[config.mk]
export PLATFORM = sky130hd
export DESIGN_NAME = sc_fb_scheduler
export DESIGN_NICKNAME = d
export VERILOG_FILES = /design/src/rtl/sc_fb_pkg.sv /design/src/rtl/sc_frame_counter.sv /design/src/rtl/sc_fb_scheduler.sv
export SDC_FILE = /design/constraint.sdc
export NUM_CORES = 1
export LEC_CHECK = 0
export CAP_MARGIN = 40
export CORE_MARGIN = 1
export CORE_UTILIZATION = 51
export CTS_BUF_LIST = sky130_fd_sc_hd__clkbuf_16
export DETAILED_ROUTE_END_ITERATION = 6
export GPL_TIMING_DRIVEN = 1
export PLACE_DENSITY = 0.8
export REMOVE_ABC_BUFFERS = 1
export SYNTH_ARGS = -nofsm -noshare
export SYNTH_HDL_FRONTEND = slang
export SYNTH_HIERARCHICAL = 1
export SYNTH_SLANG_ARGS = --single-unit
export TNS_END_PERCENT = 20
[constraint.sdc]
create_clock -name clock -period 3.7 [get_ports clock]
set_input_delay 0.74 -clock clock [delete_from_list [all_inputs] [get_ports clock]]
set_output_delay 0.74 -clock clock [all_outputs]
set_load 0.005 [all_outputs]
[src/rtl/sc_fb_pkg.sv]
// -----------------------------------------------------------------------------
// sc_fb_pkg
// Shared definitions for the stochastic-computing filter-bank sequencer:
//   - state_t      : run-control state encoding (IDLE, RUN, FINISH)
//   - SC_N, SC_LEVELS, SC_FRAME_W : default precision / level count / frame width
//   - bit_reverse  : van der Corput ordering, also used by the RNG/VDC logic
// -----------------------------------------------------------------------------
package sc_fb_pkg;

  localparam int SC_N       = 12;
  localparam int SC_LEVELS  = 4;
  localparam int SC_FRAME_W = 16;

  typedef enum logic [1:0] {
    IDLE   = 2'd0,
    RUN    = 2'd1,
    FINISH = 2'd2
  } state_t;

  // Reverse the low 'width' bits of 'value' (result right-aligned, upper bits
  // zero). Bits are shifted out LSB-first and into the result from the right,
  // so value[0] ends up at result[width-1]. Intended for constant 'width'.
  function automatic logic [31:0] bit_reverse(input logic [31:0] value,
                                               input int unsigned width);
    logic [31:0] v;
    logic [31:0] r;
    v = value;
    r = '0;
    for (int unsigned i = 0; i < 32; i++) begin
      if (i < width) begin
        r = {r[30:0], v[0]};
        v = v >> 1;
      end
    end
    return r;
  endfunction

endpackage

[src/rtl/sc_frame_counter.sv]
// -----------------------------------------------------------------------------
// sc_frame_counter
// N-bit in-frame cycle counter plus frame index.
//   clock, reset : system clock, synchronous active-high reset
//   clr          : synchronous clear of cnt and frame_idx (priority over en)
//   en           : advance cnt this cycle (wraps 2^N-1 -> 0)
//   idx_en       : allow frame_idx to advance when cnt wraps; held low on the
//                  final frame so the index keeps its last value afterwards
//   cnt          : current in-frame cycle
//   wrap         : cnt is at its terminal value (unqualified by en)
//   frame_idx    : 0-based frame number
// -----------------------------------------------------------------------------
module sc_frame_counter #(
  parameter int N       = sc_fb_pkg::SC_N,
  parameter int FRAME_W = sc_fb_pkg::SC_FRAME_W
) (
  input  logic               clock,
  input  logic               reset,
  input  logic               clr,
  input  logic               en,
  input  logic               idx_en,
  output logic [N-1:0]       cnt,
  output logic               wrap,
  output logic [FRAME_W-1:0] frame_idx
);

  assign wrap = &cnt;

  // NOTE: registers are updated with non-blocking assignments so every
  // flop samples pre-edge values regardless of statement order.
  always_ff @(posedge clock) begin
    if (reset || clr) begin
      cnt       <= '0;
      frame_idx <= '0;
    end else if (en) begin
      cnt <= cnt + N'(1);
      if (wrap && idx_en) begin
        frame_idx <= frame_idx + FRAME_W'(1);
      end
    end
  end

endmodule

[src/rtl/sc_fb_scheduler.sv]
// -----------------------------------------------------------------------------
// sc_fb_scheduler
// Frame sequencer for the stochastic-computing filter bank. Runs num_frames
// frames of 2^N cycles under a start/busy/done handshake with abort.
//   clock, reset : system clock, synchronous active-high reset
//   start        : run request, sampled only in IDLE
//   abort        : return to IDLE next cycle from any state, no done pulse
//   num_frames   : frame count, latched on an accepted start
//   busy         : high while running
//   done         : one-cycle pulse after a normally completed run
//   seq          : bit-reversed cycle counter for the shared RNG comparators
//   slot         : 4-phase engine time-share select (cnt[1:0])
//   acc_clr      : first cycle of each frame
//   frame_end    : last cycle of each frame
//   lvl_load     : per-level sample-load enables (level k every 2^k frames)
//   frame_idx    : current 0-based frame number
// All outputs decode registered state only.
// -----------------------------------------------------------------------------
module sc_fb_scheduler
  import sc_fb_pkg::*;
#(
  parameter int N       = SC_N,
  parameter int LEVELS  = SC_LEVELS,
  parameter int FRAME_W = SC_FRAME_W
) (
  input  logic               clock,
  input  logic               reset,
  input  logic               start,
  input  logic               abort,
  input  logic [FRAME_W-1:0] num_frames,
  output logic               busy,
  output logic               done,
  output logic [N-1:0]       seq,
  output logic [1:0]         slot,
  output logic               acc_clr,
  output logic               frame_end,
  output logic [LEVELS-1:0]  lvl_load,
  output logic [FRAME_W-1:0] frame_idx
);

  state_t             state;
  state_t             state_next;
  logic [FRAME_W-1:0] nf;
  logic [N-1:0]       cnt;
  logic               wrap;
  logic               run;
  logic               last_frame;
  logic               ctr_clr;
  logic               ctr_en;
  logic               accept;

  assign run        = (state == RUN);
  assign last_frame = (frame_idx == nf - FRAME_W'(1));
  assign accept     = (state == IDLE) && start && !abort;

  sc_frame_counter #(
    .N       (N),
    .FRAME_W (FRAME_W)
  ) u_frame_counter (
    .clock     (clock),
    .reset     (reset),
    .clr       (ctr_clr),
    .en        (ctr_en),
    .idx_en    (!last_frame),
    .cnt       (cnt),
    .wrap      (wrap),
    .frame_idx (frame_idx)
  );

  // State register
  always_ff @(posedge clock) begin
    if (reset) begin
      state <= IDLE;
    end else begin
      state <= state_next;
    end
  end

  // Frame count is captured only when a run is accepted; starts during a run
  // or in FINISH leave it untouched.
  always_ff @(posedge clock) begin
    if (reset) begin
      nf <= '0;
    end else if (accept) begin
      nf <= num_frames;
    end
  end

  // Next-state logic
  // NOTE: every always_comb output gets a default first, so no path through
  // the case leaves it unassigned and no latch is inferred.
  always_comb begin
    state_next = state;
    case (state)
      IDLE: begin
        if (accept) begin
          state_next = (num_frames != '0) ? RUN : FINISH;
        end
      end
      RUN: begin
        if (wrap && last_frame) begin
          state_next = FINISH;
        end
      end
      FINISH:  state_next = IDLE;
      default: state_next = IDLE;
    endcase
    if (abort) begin
      state_next = IDLE;
    end
  end

  // Output decode and counter control. The counter is held clear outside RUN,
  // so each run starts at cnt=0/frame_idx=0 and frame_idx reads 0 in IDLE
  // while still showing the last frame during FINISH.
  always_comb begin
    busy      = run;
    done      = (state == FINISH);
    seq       = run ? N'(bit_reverse(32'(cnt), N)) : '0;
    slot      = run ? cnt[1:0] : 2'b00;
    acc_clr   = run && (cnt == '0);
    frame_end = run && wrap;
    ctr_en    = run;
    ctr_clr   = !run || abort;
  end

  // Level k loads at the end of every frame whose low k index bits are all
  // ones, i.e. once per 2^k frames.
  for (genvar k = 0; k < LEVELS; k++) begin : g_lvl
    if (k == 0) begin : g_base
      assign lvl_load[k] = frame_end;
    end else begin : g_dec
      assign lvl_load[k] = frame_end && (&frame_idx[k-1:0]);
    end
  end

endmodule

# After elaboration in Yosys (flattened, before gate mapping)
# Cells that the tools add are included.
# totals
regBits	46
inputBits	20
output_inout_bits	38
word_cells	41
# op_classes
addsub	3
eq_ne	5
muxes	6
n_reduce_logical	23
# ops
operator	count
adder 16 x 1 -> 16 bit (second input constant)	1
== test 16 bit	1
nonzero test 16 bit	1
subtractor 16 x 1 -> 16 bit (second input constant)	1
adder 12 x 1 -> 12 bit (second input constant)	1
zero test 12 bit	1
2-to-1 mux 12 bit	1
AND reduction 12 bit	1
logical AND 1 bit	9
2-to-1 mux 2 bit	4
AND reduction 2 bit	3
one-hot mux 2 bit (2 select lines)	1
zero test 1 bit	3
AND reduction 3 bit	1
== test 2 x 1 -> 1 bit (second input constant)	1
== test 2 bit (second input constant)	1
zero test 2 bit	1
logical OR 1 bit	2
!= test 2 x 1 -> 1 bit (second input constant)	1
!= test 2 bit (second input constant)	1
OR reduction 2 bit	1

# Depth between registers and ports, before layout
# Gate-level depths: netlist of the first run.
# depth
depth_word	5
ltp_mapped	13
mapped_depth_nobuf	12

# Cells and area by module
# Netlist of the first run, hierarchy kept.
# by_module_without_submodules
module	n_inst	cells_per_inst	area_per_inst_um2	seq_area_each_um2
sc_fb_scheduler	1	182	1388.8	360.3
sc_frame_counter	1	150	1306.3	560.5

# Least setup slack after synthesis of the first run
# Ideal clock, no wire load.
# synth_timing
path_type	reg2reg
from	register nf[0]
to	register u_frame_counter.frame_idx[13]
setup_time_ns	0.070
arrival_time_ns	3.069
required_time_ns	3.630
setup_slack_ns	0.562
stages_incl_launch_ff	13
n_path_buf	0
period_less_slack_ns	3.138
cell_sequence	dfxtp_1 > inv_1 > ha_1 > or4b_4 > nor4b_1 > nor3_1 > a31oi_1 > nor4_2 > nand2_1 > nand3_1 > or4_4 > or4_1 > a21oi_1
# synth_via
elab_chain_cells	5
# synth_rtl
element	line_no	text
start, declared	sc_fb_scheduler.sv:43	logic [FRAME_W-1:0] nf;
start signal, assigned	sc_fb_scheduler.sv:85	nf <= num_frames;
subtractor 16 x 1 -> 16 bit	sc_fb_scheduler.sv:53	assign last_frame = (frame_idx == nf - FRAME_W'(1));
== test 16 bit	sc_fb_scheduler.sv:53	
zero test 1 bit	sc_fb_scheduler.sv:64	.idx_en (!last_frame),
logical AND 1 bit	sc_frame_counter.sv:37	if (wrap && idx_en) begin
AND reduction 2 bit (no source line)	n/a	
end signal, assigned	sc_frame_counter.sv:38	frame_idx <= frame_idx + FRAME_W'(1);
end, declared	sc_frame_counter.sv:24	output logic [FRAME_W-1:0] frame_idx
# No other way between the ends.
# A chain may end at the register's enable or synchronous reset.

# Final worst setup path of the first run
# layout_timing
from	register nf[0]
to	register u_frame_counter.frame_idx[14]
# Same word-level chain as after synthesis.

==> results.cfg, run 1 <==
[synth]
yosys.area_share.xor_xnor_pct = 9.75
syn_inst = 332
synth_area_leaders = dfxtp_1 34%, xnor2_1 6.8%, a21oi_1 6.1%
yosys.area.top_type = dfxtp_1
synth_edf_count = 0
yosysMostFrequentCell = dfxtp_1
synth_seq_cells = 46
synthFlopType = dfxtp_1
async_flop_share_pct = 0
synth_fa_ha_area_share_pct = 1.39
synth_seq_area_share_pct = 34.2
synth_top_area_share_pct = 34.2
synth_compound_area_share_pct = 12.5
yosysWarnings = 6
synth_top_cells_by_count = 46 x dfxtp_1, 42 x nand2_1, 33 x a21oi_1
netlist_area_um2 = 2700
yosys.area_share.simple_pct = 35.2
yosysUniqueCellTypes = 51
syn_avg_cell_area_um2 = 8.12
synthMuxAreaShare_pct = 2.32
synth_top_family_by_area = simple AND/OR/NAND/NOR gates

[final_layout]
drive_gt1_share_pct = 7.57
syn2layout_area_growth_pct = 27.2
nNetsFinal = 406
insertedDiodeCount = 0

[detailed_routing]
via_per_inst = 5.74
first_iter_violations = 221
drcViolationCount = 0
wl_um = 6500
wl_per_cell_um = 14.4
ant_nets = 0
vias = 2600
dr.pass1.iters = 4

[worst_setup_path]
worstSetupStartpointType = flip-flop
ff2ff_path_depth = 12
reg2reg_slack_ns = 0.25
r2r-start = nf[0]
crit_required_ns = 3.91
worstSetupPathType = reg -> reg
cp_data_arrival_time_ns = 3.67
endpoint_kind = flip-flop
rr_endpoint = u_frame_counter/frame_idx[14]
critical_path.max_fanout = 13

[clock_tree]
htree_levels = 2
cts_setup_buffers = 0
clk_latency_ns = 0.28
cts_buffers = 5
cts_tree = built
path_clk_slew_ns = 0.06
cts_root_buf = clkbuf_16
clockBufferDepth = 2
clock-sinks = 46

[pwr]
switching_share_pct = 24.0
p_comb_share_pct = 13.4
p_seq_share_pct = 48.1
irDropWorstVdd_mv = 0.187
p_leak_nw = 1.11
power_frac_clock_pct = 38.6
power.internal_mw = 0.817
p_switching_mw = 0.259
p_per_area_nw_per_um2 = 314

[sta]
tns_ns = 0
finalClockSkew_ns = 0.00270
hold_viol_final = 0
rsz0062_at_grt = false
fin_crit_ns = 3.45
period_share_pct = 93.4
worst_slew_pin_slew_ns = 0.637
timing.fmax_mhz = 289
slew_headroom_pct = 57.2
fin_ws_ns = 0.246
setup_viol = 0
slew_viol_final = 0

[hold_path]
holdPathStages = 2
min_path_type = reg -> reg
hold_path_end = nf[15]
hold_path_startpoint = nf[15]

[floorplan]
core_um2 = 5110
die_area_um2 = 5580
start_util_pct = 52.8
ios = 58
die_h_um = 74.7
die_w_um = 74.7
num_rows = 26

[placed_design]
pre_cts_ws_ns = 0.284
hpwl_um = 4720
portBuffers = 57
place.gp.congestion = 0.869

[grt]
antenna_found_initial = 0
grt_pass1_wl_um = 10600
grt_max_degree = 26
grt_pass1_vias = 2256
overflow = 0
grt_usage_pct = 24.6

[job]
cap_violations = 0

[outcome]
status = finished clean
==> power groups by stage <==
stage          clock (mW)  combinational, mW  sequential, mW
6_report            0.415              0.144           0.517
5_1_grt             0.441              0.157           0.519
4_1_cts             0.417              0.141           0.517
3_5_place_dp            0              0.139           0.528
3_3_place_gp            0              0.136           0.527
2_1_floorplan           0             0.0925           0.524
==> what timing repair did <==
action / CTS / global route
gates resized for setup: 0 / 1
setup endpoints to repair: 0 / 7
hold buffers: 0 / 0
==> worst max-delay path, stage by stage (launching register included) <==
cell	delay [ns]
dfxtp_1	0.35
inv_1	0.07
ha_1	0.26
or4b_4	0.53
nor4b_2	0.34
nor3_1	0.11
a31oi_1	0.20
nor4_2	0.07
nand2_1	0.07
nand3_1	0.11
or4_4	0.59
or4_1	0.53
a21oi_1	0.15
==> per-stage QoR <==
step	cell area (um2)	hold slack [ns]	util [%]	cells	power, mW
detailed placement	3290	0.476	64.4	446	0.667
global placement	3290	0.475	64.4	446	0.663
floorplan	2590	0.443	-	315	0.617
global route	3430	0.505	67.1	453	1.12
finish	3430	0.484	67.1	453	1.08
CTS	3420	0.484	67.0	453	1.08
==> worst max path at each step <==
stage | slack [ns] | start | cells after the start | to
after floorplan | 0.46 | nf[0] | 12 | u_frame_counter/frame_idx[10]
after global placement | 0.40 | nf[0] | 12 | u_frame_counter/frame_idx[11]
after detailed placement | 0.28 | nf[0] | 12 | u_frame_counter/frame_idx[14]
after CTS | 0.21 | nf[0] | 12 | u_frame_counter/frame_idx[14]
after global routing | 0.04 | nf[0] | 12 | u_frame_counter/frame_idx[14]
final | 0.25 | nf[0] | 12 | u_frame_counter/frame_idx[14]
==> final cells by class <==
class	instances	area, um2
tap	70	87.6
clock buffer	5	125
multi-input combinational	262	1660
timing repair buffer	61	601
fill	456	1680
clock inverter	2	7.51
inverter	7	26.3
sequential	46	921
==> state kept, by name, indices dropped and copies added (netlist names) <==
register / count
nf: 16
state: 2
u_frame_counter/frame_idx: 16
u_frame_counter/cnt: 12
==> layer usage <==
metal  vias up  track usage [%]  wire length (um)
met4         0             8.60                96
met1      1228             33.7              2970
met2        62             39.8              3200
li1       1300                -                 -
met5         -                0                 0
met3        10             3.48               242
==> placed cells by master (no fill, tap or decap), drive strengths merged, types with 5 or more instances in the layout <==
| master | count |
|---|---|
| nor3 | 6 |
| xor2 | 9 |
| clkdlybuf4s50 | 57 |
| or4 | 10 |
| nor4 | 16 |
| or3 | 9 |
| nand2 | 42 |
| nor2 | 26 |
| nand4 | 13 |
| a21oi | 33 |
| xnor2 | 21 |
| o31ai | 6 |
| inv | 9 |
| nand3 | 11 |
| clkbuf | 5 |
| dfxtp | 46 |
| o21ai | 9 |
| and2 | 15 |
==> cell families (layout without fill, tap and decap cells) <==
kind of cell | after synthesis | count (layout)
AOI/OAI and AO/OA | 58 | 58
xor gates and xnor gates | 30 | 30
adders and majority gates | 3 | 3
buffers and inverters | 24 | 75
DFF | 46 | 46
muxes | 6 | 6
and+or+nand+nor | 165 | 165
No activity file was read; power rests on OpenSTA's default activity.
==> inputs of run 2 (changes only) <==
--- a/config.mk
+++ b/config.mk
@@ -5,13 +5,12 @@
 export SDC_FILE = /design/constraint.sdc
 export NUM_CORES = 1
 export LEC_CHECK = 0
-export CAP_MARGIN = 40
 export CORE_MARGIN = 1
 export CORE_UTILIZATION = 51
 export CTS_BUF_LIST = sky130_fd_sc_hd__clkbuf_16
 export DETAILED_ROUTE_END_ITERATION = 6
 export GPL_TIMING_DRIVEN = 1
-export PLACE_DENSITY = 0.8
+export PLACE_DENSITY = 0.78
 export REMOVE_ABC_BUFFERS = 1
 export SYNTH_ARGS = -nofsm -noshare
 export SYNTH_HDL_FRONTEND = slang
==> results.cfg, run 2 (synthesized netlist as in run 1, its figures left out) <==
[outcome]
status = finished clean

[pwr]
p_per_area_nw_per_um2 = 314
p_leak_nw = 1.11
p_total_mw = 1.08
irDropWorstVdd_mv = 0.184

[grt]
grt_pass1_vias = 2253
overflow = 0
grt.met2_usage_pct = 38.9
grt_pass1_wl_um = 10300
grt_max_degree = 28
met3_usage_pct = 2.54
antenna_found_initial = 0
top_usage_layer = met2
grt_use_met1_pct = 32.7
grt_usage_pct = 23.7

[worst_setup_path]
critical_path.max_fanout = 14
endpoint_kind = flip-flop
r2r-start = nf[0]
rr_endpoint = u_frame_counter/frame_idx[15]
crit_required_ns = 3.91
ff2ff_path_depth = 12
worstSetupStartpointType = flip-flop
cp_data_arrival_time_ns = 3.59
worstSetupPathType = reg -> reg
reg2reg_slack_ns = 0.32

[hold_path]
holdPathStages = 2
hold_path_startpoint = nf[15]
hold_path_end = nf[15]
min_path_type = reg -> reg

[detailed_routing]
wl_um = 6400
via_per_inst = 5.72
vias = 2602
ant_nets = 0
drcViolationCount = 0
first_iter_violations = 162
wl_per_cell_um = 14.1
dr.pass1.iters = 4

[placed_design]
hpwl_um = 4780
place.gp.congestion = 0.832
placed_area_um2 = 3300
place_inst = 447
portBuffers = 57
pre_cts_ws_ns = 0.259

[clock_tree]
clockBufferDepth = 2
htree_levels = 2
cts_hold_buffers = 0
cts_buffers = 5
path_clk_slew_ns = 0.06
cts_root_buf = clkbuf_16
clock-sinks = 46
clk_latency_ns = 0.28
cts_tree = built

[sta]
period_share_pct = 91.3
tns_ns = 0
rsz0062_at_grt = false
slew_viol_final = 0
hold_viol_final = 0
finalClockSkew_ns = 0.00625
hold_ws_ns = 0.478
worst_slew_pin_slew_ns = 0.588
fin_crit_ns = 3.38
timing.fmax_mhz = 296
setup_viol = 0
slew_headroom_pct = 60.5
fin_ws_ns = 0.320

[final_layout]
syn2layout_area_growth_pct = 27.8
drive_gt1_share_pct = 8.31
utilization_pct = 67.4
top_regs = nf x16, u_frame_counter/frame_idx x16, u_frame_counter/cnt x12
multiInputGateArea_um2 = 1660
final_area_um2 = 3440
layout_common_cells = 57 x clkdlybuf4s50_1, 46 x dfxtp_1, 42 x nand2_1
fin_cells = 455
nNetsFinal = 407
ff_latch_area_um2 = 921
fillerInstances = 446
final_common_cell = clkdlybuf4s50_1
insertedDiodeCount = 0

[job]
cap_violations = 0

[floorplan]
die_h_um = 74.7
num_rows = 26
die_area_um2 = 5580
start_util_pct = 52.8
ios = 58
die_w_um = 74.7
core_um2 = 5110
==> run 2: worst max path at each step <==
stage                                          endpoint  start  cells past startpoint
final                     u_frame_counter/frame_idx[15]  nf[0]                     12
after global routing      u_frame_counter/frame_idx[14]  nf[0]                     12
after CTS                 u_frame_counter/frame_idx[14]  nf[0]                     12
after detailed placement  u_frame_counter/frame_idx[13]  nf[0]                     12
after global placement    u_frame_counter/frame_idx[14]  nf[0]                     12
after floorplan           u_frame_counter/frame_idx[10]  nf[0]                     12
==> run 2: critical path, cell delays in order (launching register included) <==
cell and delay (ns):
dfxtp_1 0.35, inv_1 0.08, ha_1 0.24, or4b_4 0.53
nor4b_2 0.32, nor3_1 0.09, a31oi_1 0.18, nor4_2 0.07
nand2_1 0.07, nand3_1 0.11, or4_4 0.59, or4_1 0.53
a21oi_1 0.15
==> run 2: layout make-up <==
class / instances / area share, %
Clock buffer: 5 / 3.63
Clock inverter: 3 / 0.472
Inverter: 7 / 0.763
Multi-Input combinational cell: 262 / 48.2
Sequential cell: 46 / 26.7
Tap cell: 70 / 2.54
Timing Repair Buffer: 62 / 17.7
==> run 2: per-layer routing <==
metal	wire length, um	vias up
li1	-	1305
met1	3090	1233
met2	3050	56
met3	176	8
met4	87	0
met5	0	-
==> run 2: power breakdown <==
part | internal [mW] | total, mW | leakage, nW | switching (mW)
registers | 0.504 | 0.517 | 0.372 | 0.0126
clock network | 0.246 | 0.424 | 0.0672 | 0.178
logic | 0.0716 | 0.141 | 0.667 | 0.0697
==> run 2: what timing repair did <==
item                       4_1_cts  5_1_grt
setup buffers                    0        0
hold endpoints to repair         0        0
resized for setup                0        1
setup endpoints to repair        0        5
==> inputs of run 3 (changes only) <==
--- a/config.mk
+++ b/config.mk
@@ -6,11 +6,11 @@
 export NUM_CORES = 1
 export LEC_CHECK = 0
 export CORE_MARGIN = 1
-export CORE_UTILIZATION = 51
+export CORE_UTILIZATION = 49
 export CTS_BUF_LIST = sky130_fd_sc_hd__clkbuf_16
 export DETAILED_ROUTE_END_ITERATION = 6
 export GPL_TIMING_DRIVEN = 1
-export PLACE_DENSITY = 0.78
+export PLACE_DENSITY = 0.74
 export REMOVE_ABC_BUFFERS = 1
 export SYNTH_ARGS = -nofsm -noshare
 export SYNTH_HDL_FRONTEND = slang
==> results.cfg, run 3 (synthesized netlist as in run 1, its figures left out) <==
[outcome]
status = finished clean

[pwr]
p_total_mw = 1.08
irDropWorstVdd_mv = 0.276
p_per_area_nw_per_um2 = 312
p_leak_nw = 1.11

[detailed_routing]
via_per_inst = 5.65
wl_um = 6290
drcViolationCount = 0
first_iter_violations = 166
wl_per_cell_um = 13.8
vias = 2570
ant_nets = 0
dr.pass1.iters = 4

[worst_setup_path]
crit_required_ns = 3.91
reg2reg_slack_ns = 0.27
cp_slowest_cell = or4_4
cp_cell_sequence = inv_1 > ha_1 > or4b_4 > nor4b_2 > nor3_1 > a31oi_1 > nor4_2 > nand2_1 > nand3_1 > or4_4 > or4_1 > a21oi_1
r2r-start = nf[0]
endpoint_kind = flip-flop
crit_cells = 12
cp_top_family = simple AND/OR/NAND/NOR gates
worstSetupPathType = reg -> reg
slowest_delay_ns = 0.59
critical_path.max_fanout = 14
ff2ff_path_depth = 12
rr_endpoint = u_frame_counter/frame_idx[11]
critPathBufInv = 1
cp_data_arrival_time_ns = 3.64
worstSetupStartpointType = flip-flop

[clock_tree]
clock-sinks = 46
cts_hold_buffers = 0
cts_root_buf = clkbuf_16
clockBufferDepth = 2
cts_tree = built
path_clk_slew_ns = 0.06
cts_buffers = 5
clk_latency_ns = 0.28
htree_levels = 2

[sta]
fin_crit_ns = 3.43
timing.fmax_mhz = 291
tns_ns = 0
setup_viol = 0
rsz0062_at_grt = false
finalClockSkew_ns = 0.00368
worst_slew_pin_slew_ns = 0.512
hold_viol_final = 0
period_share_pct = 92.8
slew_headroom_pct = 65.5
slew_viol_final = 0

[grt]
top_usage_layer = met2
grt_pass1_vias = 2291
grt_use_met1_pct = 31.8
overflow = 0
grt_pass1_wl_um = 10800
antenna_found_initial = 0
grt_usage_pct = 22.6
grt_max_degree = 26
grt.met2_usage_pct = 35.5
met3_usage_pct = 3.95

[final_layout]
ff_latch_area_um2 = 921
final_common_cell = clkdlybuf4s50_1
multiInputGateArea_um2 = 1660
insertedDiodeCount = 0
top_regs = nf x16, u_frame_counter/frame_idx x16, u_frame_counter/cnt x12
syn2layout_area_growth_pct = 27.7
nNetsFinal = 407
fillerInstances = 468
layout_common_cells = 57 x clkdlybuf4s50_1, 46 x dfxtp_1, 42 x nand2_1
utilization_pct = 66.1
drive_gt1_share_pct = 8.05

[job]
cap_violations = 0

[floorplan]
die_area_um2 = 5800
start_util_pct = 51.8
num_rows = 26
core_um2 = 5200
ios = 58
die_h_um = 76.2
die_w_um = 76.2

[hold_path]
hold_path_end = nf[15]
min_path_type = reg -> reg
hold_path_startpoint = nf[15]
holdPathStages = 2

[placed_design]
place.gp.congestion = 0.835
portBuffers = 57
hpwl_um = 4680
run 3: changes by cell type in the layout (fill, tap and decap cells not counted):
cell        delta
inv_1          +1
clkinvlp_4     -1
run 3: per-stage QoR:
stage                     instance area, um2  setup WS, ns  hold slack, ns  instances
after floorplan                         2590         0.461           0.443        315
after global placement                  3300         0.381           0.469        447
after detailed placement                3300         0.282           0.481        447
after CTS                               3430         0.231           0.489        455
after global routing                    3440        0.0475           0.521        455
final                                   3440         0.266           0.489        455
run 3: layout make-up:
class	count	area share, %
clock buffers	5	3.64
multi-input cells	262	48.3
inverters	7	0.764
repair buffers	62	17.7
well taps	70	2.55
clock inverters	3	0.364
flip-flops and latches	46	26.8
run 3: report_power, final:
| group | total [mW] | internal (mW) | switching (mW) |
|---|---|---|---|
| Sequential | 0.517 | 0.504 | 0.0128 |
| Clock | 0.417 | 0.244 | 0.173 |
| Combinational | 0.141 | 0.0716 | 0.0698 |
| Total | 1.08 | 0.820 | 0.255 |
run 3: worst reg2reg max path: cells and delay by family (launching register included):
family	cells	cell delay, ns
adder cells (fa/ha/maj)	1	0.23
buffers and inverters	1	0.07
AND/OR/NAND/NOR	8	2.37
AO/OA/AOI/OAI	2	0.34
flip-flops	1	0.35
run 3: timing repair:
item                       in CTS  in global routing
setup endpoints to repair       0                  2
hold endpoints to repair        0                  0
setup buffers                   0                  0
gates resized for setup         0                  1
run 3: layer usage:
metal / wire length [um] / share of wire, %
met5: 0 / 0
met1: 3000 / 48
met2: 2990 / 48
met3: 225 / 3.6
met4: 70 / 1.1
run 3: how the worst max path moves through the flow:
stage,start,to,slack [ns]
2_1_floorplan,nf[0],u_frame_counter/frame_idx[10],0.46
3_3_place_gp,nf[0],u_frame_counter/frame_idx[14],0.38
3_5_place_dp,nf[0],u_frame_counter/frame_idx[12],0.28
4_1_cts,nf[0],u_frame_counter/frame_idx[12],0.23
5_1_grt,nf[0],u_frame_counter/frame_idx[11],0.05
6_report,nf[0],u_frame_counter/frame_idx[11],0.27
